`src/rtl/cbus_rr_arbiter.sv`:
```
// cbus_rr_arbiter -- round-robin arbiter that multiplexes NUM_PORTS upstream
// cbus burst masters onto one downstream cbus port.
//
// Ports:
//   clk        single clock, all state changes on its rising edge
//   reset      synchronous, active-high reset
//   reqs       upstream burst requests, index 0..NUM_PORTS-1
//   resps      upstream responses; only the bus owner sees oresp, others zero
//   oreq       downstream burst request (owner's request passed through)
//   oresp      downstream response
//   grant_id   index of the owning port, meaningful only while busy=1
//   busy       1 while a burst is owned by a port
//   proto_err  one-cycle pulse after a burst protocol violation
//
// The len field encodes beats-1 (MLEN4 = 3), so the final beat of a
// well-formed burst arrives while the beat counter equals len.

package cbus_pkg;

    typedef enum logic [7:0] {
        MLEN1  = 8'd0,
        MLEN2  = 8'd1,
        MLEN4  = 8'd3,
        MLEN8  = 8'd7,
        MLEN16 = 8'd15
    } cbus_len_e;

    typedef struct packed {
        logic        valid;
        logic        write;
        logic [31:0] addr;
        logic [7:0]  len;
        logic [31:0] wdata;
    } cbus_req_t;

    typedef struct packed {
        logic        ready;
        logic        last;
        logic [31:0] data;
    } cbus_resp_t;

endpackage

module cbus_rr_arbiter
    import cbus_pkg::*;
#(
    parameter int NUM_PORTS = 2,
    parameter int SEL_W     = $clog2(NUM_PORTS)
) (
    input  logic             clk,
    input  logic             reset,
    input  cbus_req_t        reqs  [NUM_PORTS],
    output cbus_resp_t       resps [NUM_PORTS],
    output cbus_req_t        oreq,
    input  cbus_resp_t       oresp,
    output logic [SEL_W-1:0] grant_id,
    output logic             busy,
    output logic             proto_err
);

    typedef enum logic {
        IDLE,
        BUSY
    } state_e;

    state_e           state;
    state_e           state_nxt;
    logic [SEL_W-1:0] prio_ptr;
    logic [SEL_W-1:0] prio_nxt;
    logic [SEL_W-1:0] grant_nxt;
    logic [SEL_W-1:0] ptr_inc;
    logic [SEL_W-1:0] pick;
    logic             pick_valid;
    logic [7:0]       beat_cnt;
    logic [7:0]       beat_nxt;
    logic             err_nxt;
    cbus_req_t        owner;

    assign owner = reqs[grant_id];

    // Explicit wrap so non-power-of-two port counts stay in range.
    assign ptr_inc = (grant_id == SEL_W'(NUM_PORTS - 1)) ? '0 : grant_id + 1'b1;

    // First valid port at or after prio_ptr, wrapping modulo NUM_PORTS.
    always_comb begin
        int unsigned      idx;
        logic [SEL_W-1:0] idx_s;
        pick       = '0;
        pick_valid = 1'b0;
        idx        = 0;
        idx_s      = '0;
        for (int unsigned i = 0; i < NUM_PORTS; i++) begin
            idx   = (32'(prio_ptr) + i) % NUM_PORTS;
            idx_s = SEL_W'(idx);
            if (!pick_valid && reqs[idx_s].valid) begin
                pick_valid = 1'b1;
                pick       = idx_s;
            end
        end
    end

    always_comb begin
        state_nxt = state;
        grant_nxt = grant_id;
        prio_nxt  = prio_ptr;
        beat_nxt  = beat_cnt;
        err_nxt   = 1'b0;
        case (state)
            IDLE: begin
                beat_nxt = '0;
                if (pick_valid) begin
                    grant_nxt = pick;
                    state_nxt = BUSY;
                end
            end
            BUSY: begin
                if (!owner.valid) begin
                    // Abandoned by the owner: it keeps its priority.
                    err_nxt   = 1'b1;
                    state_nxt = IDLE;
                end else if (oresp.ready) begin
                    beat_nxt = beat_cnt + 8'd1;
                    if (oresp.last) begin
                        err_nxt   = (beat_cnt != owner.len);
                        state_nxt = IDLE;
                        prio_nxt  = ptr_inc;
                    end else if (beat_cnt == owner.len) begin
                        // Overrun: the beat that should have been last was not.
                        err_nxt   = 1'b1;
                        state_nxt = IDLE;
                        prio_nxt  = ptr_inc;
                    end
                end
            end
            default: state_nxt = IDLE;
        endcase
    end

    // Outputs depend on state and reqs only on the oreq side, so there is
    // no combinational path from oresp to oreq.
    always_comb begin
        oreq  = '0;
        busy  = 1'b0;
        resps = '{default: '0};
        if (state == BUSY) begin
            busy            = 1'b1;
            oreq            = owner;
            resps[grant_id] = oresp;
        end
    end

    always_ff @(posedge clk) begin
        if (reset) begin
            state     <= IDLE;
            grant_id  <= '0;
            prio_ptr  <= '0;
            beat_cnt  <= '0;
            proto_err <= 1'b0;
        end else begin
            state     <= state_nxt;
            grant_id  <= grant_nxt;
            prio_ptr  <= prio_nxt;
            beat_cnt  <= beat_nxt;
            proto_err <= err_nxt;
        end
    end

endmodule

```
`config.mk`:
```
export PLATFORM = sky130hd
export DESIGN_NAME = cbus_rr_arbiter
export DESIGN_NICKNAME = d
export VERILOG_FILES = /design/src/rtl/cbus_rr_arbiter.sv
export SDC_FILE = /design/constraint.sdc
export NUM_CORES = 1
export LEC_CHECK = 0
export CORE_AREA = 4 4 124 126
export CTS_BUF_LIST = sky130_fd_sc_hd__clkbuf_8 sky130_fd_sc_hd__clkbuf_16
export DETAILED_ROUTE_END_ITERATION = 16
export DIE_AREA = 0 0 128 130
export GPL_TIMING_DRIVEN = 0
export SLEW_MARGIN = 20
export SYNTH_ARGS = -nofsm -noshare
export SYNTH_HDL_FRONTEND = slang
export SYNTH_SLANG_ARGS = --single-unit
```
`constraint.sdc`:
```
create_clock -name clk -period 2.52 [get_ports clk]
set_clock_uncertainty 0.15 [all_clocks]
set_input_delay 0.504 -clock clk [delete_from_list [all_inputs] [get_ports clk]]
set_output_delay 0.504 -clock clk [all_outputs]
set_load 0.01 [all_outputs]
```
## Word-level counts from Yosys, hierarchy flattened

Cells that the tools add are included.

| word-level totals | value |
|---|---|
| register bits after elaboration | 12 |
| input port bits | 184 |
| output and inout bits | 145 |
| logic and storage cells | 63 |

| cells by class | value |
|---|---|
| add/sub/neg operators | 3 |
| magnitude comparators | 4 |
| eq/ne operators | 4 |
| mux-type cells | 34 |
| bitwise operators | 5 |
| reduce and logical (&&, ||, !) cells | 8 |

Operator list:

| cell | number |
|---|---|
| $mux W74 | 10 |
| $and A68 B68 Y68 | 1 |
| $mux W68 | 1 |
| $demux W34 S1 | 1 |
| $mux W34 | 1 |
| $mux W1 | 17 |
| $mux W8 | 2 |
| $pmux W8 S2 | 1 |
| $add A8 B1 Y8 const B | 1 |
| $eq A8 B8 Y1 | 1 |
| $ne A8 B8 Y1 | 1 |
| $ge A2 B2 Y1 const B | 3 |
| $not A1 Y2 | 3 |
| $reduce_and A2 Y1 | 2 |
| $reduce_and A4 Y1 | 1 |
| $add A1 B1 Y1 const B | 2 |
| $logic_and A1 B1 Y1 | 2 |
| $lt A2 B1 Y1 const B | 1 |
| $ne A2 B1 Y1 const B | 1 |
| $ne A2 B2 Y1 const B | 1 |
| $pmux W1 S2 | 1 |
| $reduce_bool A2 Y1 | 1 |
| $reduce_or A2 Y1 | 1 |
| $logic_not A1 Y1 | 1 |
| $not A1 Y1 | 1 |

## Longest topological paths before layout

| depth | value |
|---|---|
| depth after elaboration | 10 |
| gate-level depth with buffers | 10 |

## Worst setup path after synthesis

Ideal clock, no wire load.

| path | value |
|---|---|
| path kind | register to register |
| start point | reg grant_id |
| end point | reg prio_ptr |
| arrival | 1.928 ns |
| data required time | 2.279 ns |
| slack | 0.351 ns |
| stages on the path, launching flop included | 11 |
| clock period less this slack | 2.169 ns |
| path through | dfxtp_1 > buf_6 > buf_6 > mux2i_2 > xnor2_1 > nor4_1 > nand2_1 > ha_1 > nor2b_1 > a21oi_1 > a311oi_1 |

| between the ends | value |
|---|---|
| cells in the longest elaborated chain, start to end | 7 |
| elaborated cells on any way between the ends | 11 |
| those cells by class | add/sub (1); eq/ne (1); mux (6); bitwise (1); reduce/logical (2) |

RTL lines:

| what | RTL line | text |
|---|---|---|
| start: declaration | 56 | `output logic [SEL_W-1:0] grant_id,` |
| start signal: assignment | 161 | `grant_id <= grant_nxt;` |
| $not A1 Y2 (implied by the code) | 79 | `assign owner = reqs[grant_id];` |
| $mux W74 (implied by the code) (3 in a row) | 79 |  |
| $eq A8 B8 Y1 | 127 | `end else if (beat_cnt == owner.len) begin` |
| $reduce_bool A2 Y1 (no source line) | n/a |  |
| $reduce_and A4 Y1 (no source line) | n/a |  |
| end signal: assignment | 162 | `prio_ptr <= prio_nxt;` |
| end: declaration | 68 | `logic [SEL_W-1:0] prio_ptr;` |

Parallel ways exist; a longest one is shown, timed or not. The select of a mux whose other input is x is not followed.
A chain may end at the register's enable or synchronous reset.

==> qor.csv <==
metric;value;unit
CTS tree;done;
share of layout cells above drive strength 1;0.0852;
most common cell after layout, fill and taps aside;clkdlybuf4s50_1;
switching part of the total;0.327;
Slew @ Worst Pin;0.546;ns
first-pass GRT wire length;21400;microns
Synth Area in Compound Gates;0.0268;
IO Pins;329;
main combinational cell family by area after synthesis;simple AND/OR/NAND/NOR gates;
Top FF cell, synth;dfxtp_1;
crit path kind;reg -> out;
ant diodes;0;
Max stage delay on crit path;0.49;ns
CP arrival;1.83;ns
antenna viol nets, final;0;
Setup WS post-layout;0.0319;ns
Final Hold Violating Endpoints;0;
gr usage total;0.163;
Synth Area per Inst;7.02;sq um
Clock power frac;0.211;
die width;128;microns
worst hold path type;reg -> reg;
Lkg Pwr;2.95;nW
Simple-Gate Fraction of Synth Area;0.376;
Worst Reg-to-Reg Cells;11;
combinational power share;0.658;
Slowest cell on crit path;clkdlybuf4s50_1;
largest net degree at the start of global routing;11;
post-route minimum period;2.49;ns
TritonCTS Buffers;3;
initial antenna violation count;0;
Peak Freq;0.402;GHz
H-tree depth;1;
Setup WS pre-CTS;-0.557;ns
critical path capture point type;output port;
Pre-Repair DR Iteration Count;4;
Setup TNS Final;0;ns
worst path bufs/invs;4;
Routed WL;14800;microns
Max Cap Viol;0;
Yosys reg bits;12;
Remaining DRCs;0;
critical path fanouts, max;7;
total grt overflow;0;
Vias/cell;4.40;
Psw;0.504;mW
Pwr Total;1.54;mW
vias;3700;
First DRT Iteration DRCs;94;
number of buffers added on ports;327;
post-synthesis mux area share;0.343;
hold slack;0.371;ns
Distinct cells, synth;30;
Seq pwr share;0.131;
post-synthesis cell count;319;
Synth Net Count;505;
CP required;1.87;ns
Area growth syn-to-layout;171;%
xor/xnor cell area share of the yosys netlist;0.0548;
CP Launch Type;register;
Routability Congestion;0.979;
DP HPWL;12500;microns
floorplan row count;44;
post-route clock period utilization;0.987;
Final Core Density;0.424;
Slew headroom;0.636;
Clk pin slew, worst setup/hold paths;0.04;ns
Final Setup Violations;0;
Avg WL per Cell;17.6;microns
Synth Area in Adders;0.0112;
RSZ-0062 raised after global routing;yes;
Total Nets Final;844;
Top delay family on crit path;buffers and inverters;
Core ar.;14300;sq um
sequential area share after synthesis;0.107;
CTS Buffer Depth;2;
max-slew violation count;0;
Hold Path Stages;2;
Cells after DPL;830;
placed cell areas;5740;sq um
Int Pwr;1.04;mW
vias in the first global route;3866;
ys async rst share;0;
CTS root buf;clkbuf_16;
number of synthesized flops with an enable pin;0;
Non-Filler Instances;841;
cell area after layout;6070;sq um
status;complete, no violations;
clock latency on the worst-skew pair;0.24;ns
Die ar.;16600;sq um
critical path depth;6;
TritonCTS sink count;12;
worst vdd ir;0.184;mV
synth warn;0;
worst-path cell chain;buf_6, buf_12, buf_8, mux2i_2, nor2_1, clkdlybuf4s50_1;
synthesized area;2240;sq um
die height;130;microns
most frequent cells in the layout;211 x clkdlybuf4s50_1, 106 x dlygate4sd2_1, 81 x nor2_1;
Starting Density;0.156;
pwr dens;254;nW/um^2
-- worst reg2reg max path: stages (launching register included) --
cell and delay [ns]:
dfxtp_2 0.33, buf_6 0.14, buf_12 0.13, buf_8 0.16, mux2i_2 0.28, xnor2_1 0.09
nor4_1 0.29, nand2_1 0.13, ha_1 0.21, nor2b_2 0.15, a21oi_1 0.08, a311oi_1 0.25
-- metal layers --
layer	wire [microns]	vias to the layer above	share of wire	track usage
met3	1290	17	0.087	0.0438
met4	255	0	0.017	0.0300
li1	-	1780	-	-
met5	0	-	0	0
met1	5360	1706	0.36	0.175
met2	7900	197	0.53	0.321
-- cells in the mapped netlist, types with 3 or more instances --
library cell  count  share of area
inv_1             4         0.0067
buf_4             7          0.023
clkbuf_1         21          0.035
nand3_1           3         0.0067
dfxtp_1          12           0.11
mux2i_2           4          0.025
xnor2_1          12          0.047
nor3_1            4         0.0089
nand2_1           5         0.0084
and3_1           66           0.18
a21oi_1           5          0.011
nor2_1           82           0.14
mux2i_1          70           0.31
-- worst paths after layout --
kind	from	to	slack [ns]
setup / recovery	grant_id	oreq[38]	0.03
hold / removal	beat_cnt[1]	beat_cnt[1]	0.37
setup reg to reg	grant_id	prio_ptr	0.04
hold reg to reg	beat_cnt[1]	beat_cnt[1]	0.37
-- state kept, by name, summed over array words and instances, names as in the netlist --
register and cells:
beat_cnt 8, grant_id 1, prio_ptr 1, proto_err 1
state 1
-- power by group through the flow --
stage | combinational, mW | sequential (mW) | clock (mW)
floorplan | 0.359 | 0.204 | 0
global placement | 1.00 | 0.205 | 0
detailed placement | 1.01 | 0.205 | 0
CTS | 1.01 | 0.202 | 0.329
global route | 1.08 | 0.202 | 0.340
finish | 1.01 | 0.201 | 0.325
-- what timing repair did --
action / CTS / global route
resized for setup: 173 / 22
cloned: 1 / 1
endpoints found under the setup margin: 142 / 25
hold buffers: 0 / 0
setup buffers: 5 / 0
pin swaps: 0 / 1
-- cells by family (layout without fill, tap and decap cells) --
group,Yosys count,after routing
mux,75,75
flops,12,12
buf+inv,37,375
compound gates,10,10
simple gates,169,169
fa+ha+maj,2,2
xor+xnor,14,14
-- layout make-up --
type,count,area (sq um)
sequential,12,245
multi-input combinational,270,1910
inverter,4,18.8
tap,184,230
clock buffer,4,88.8
fill,1471,8250
buffer,33,317
timing repair buffer,334,3260
No activity file was read; power rests on OpenSTA's default activity.
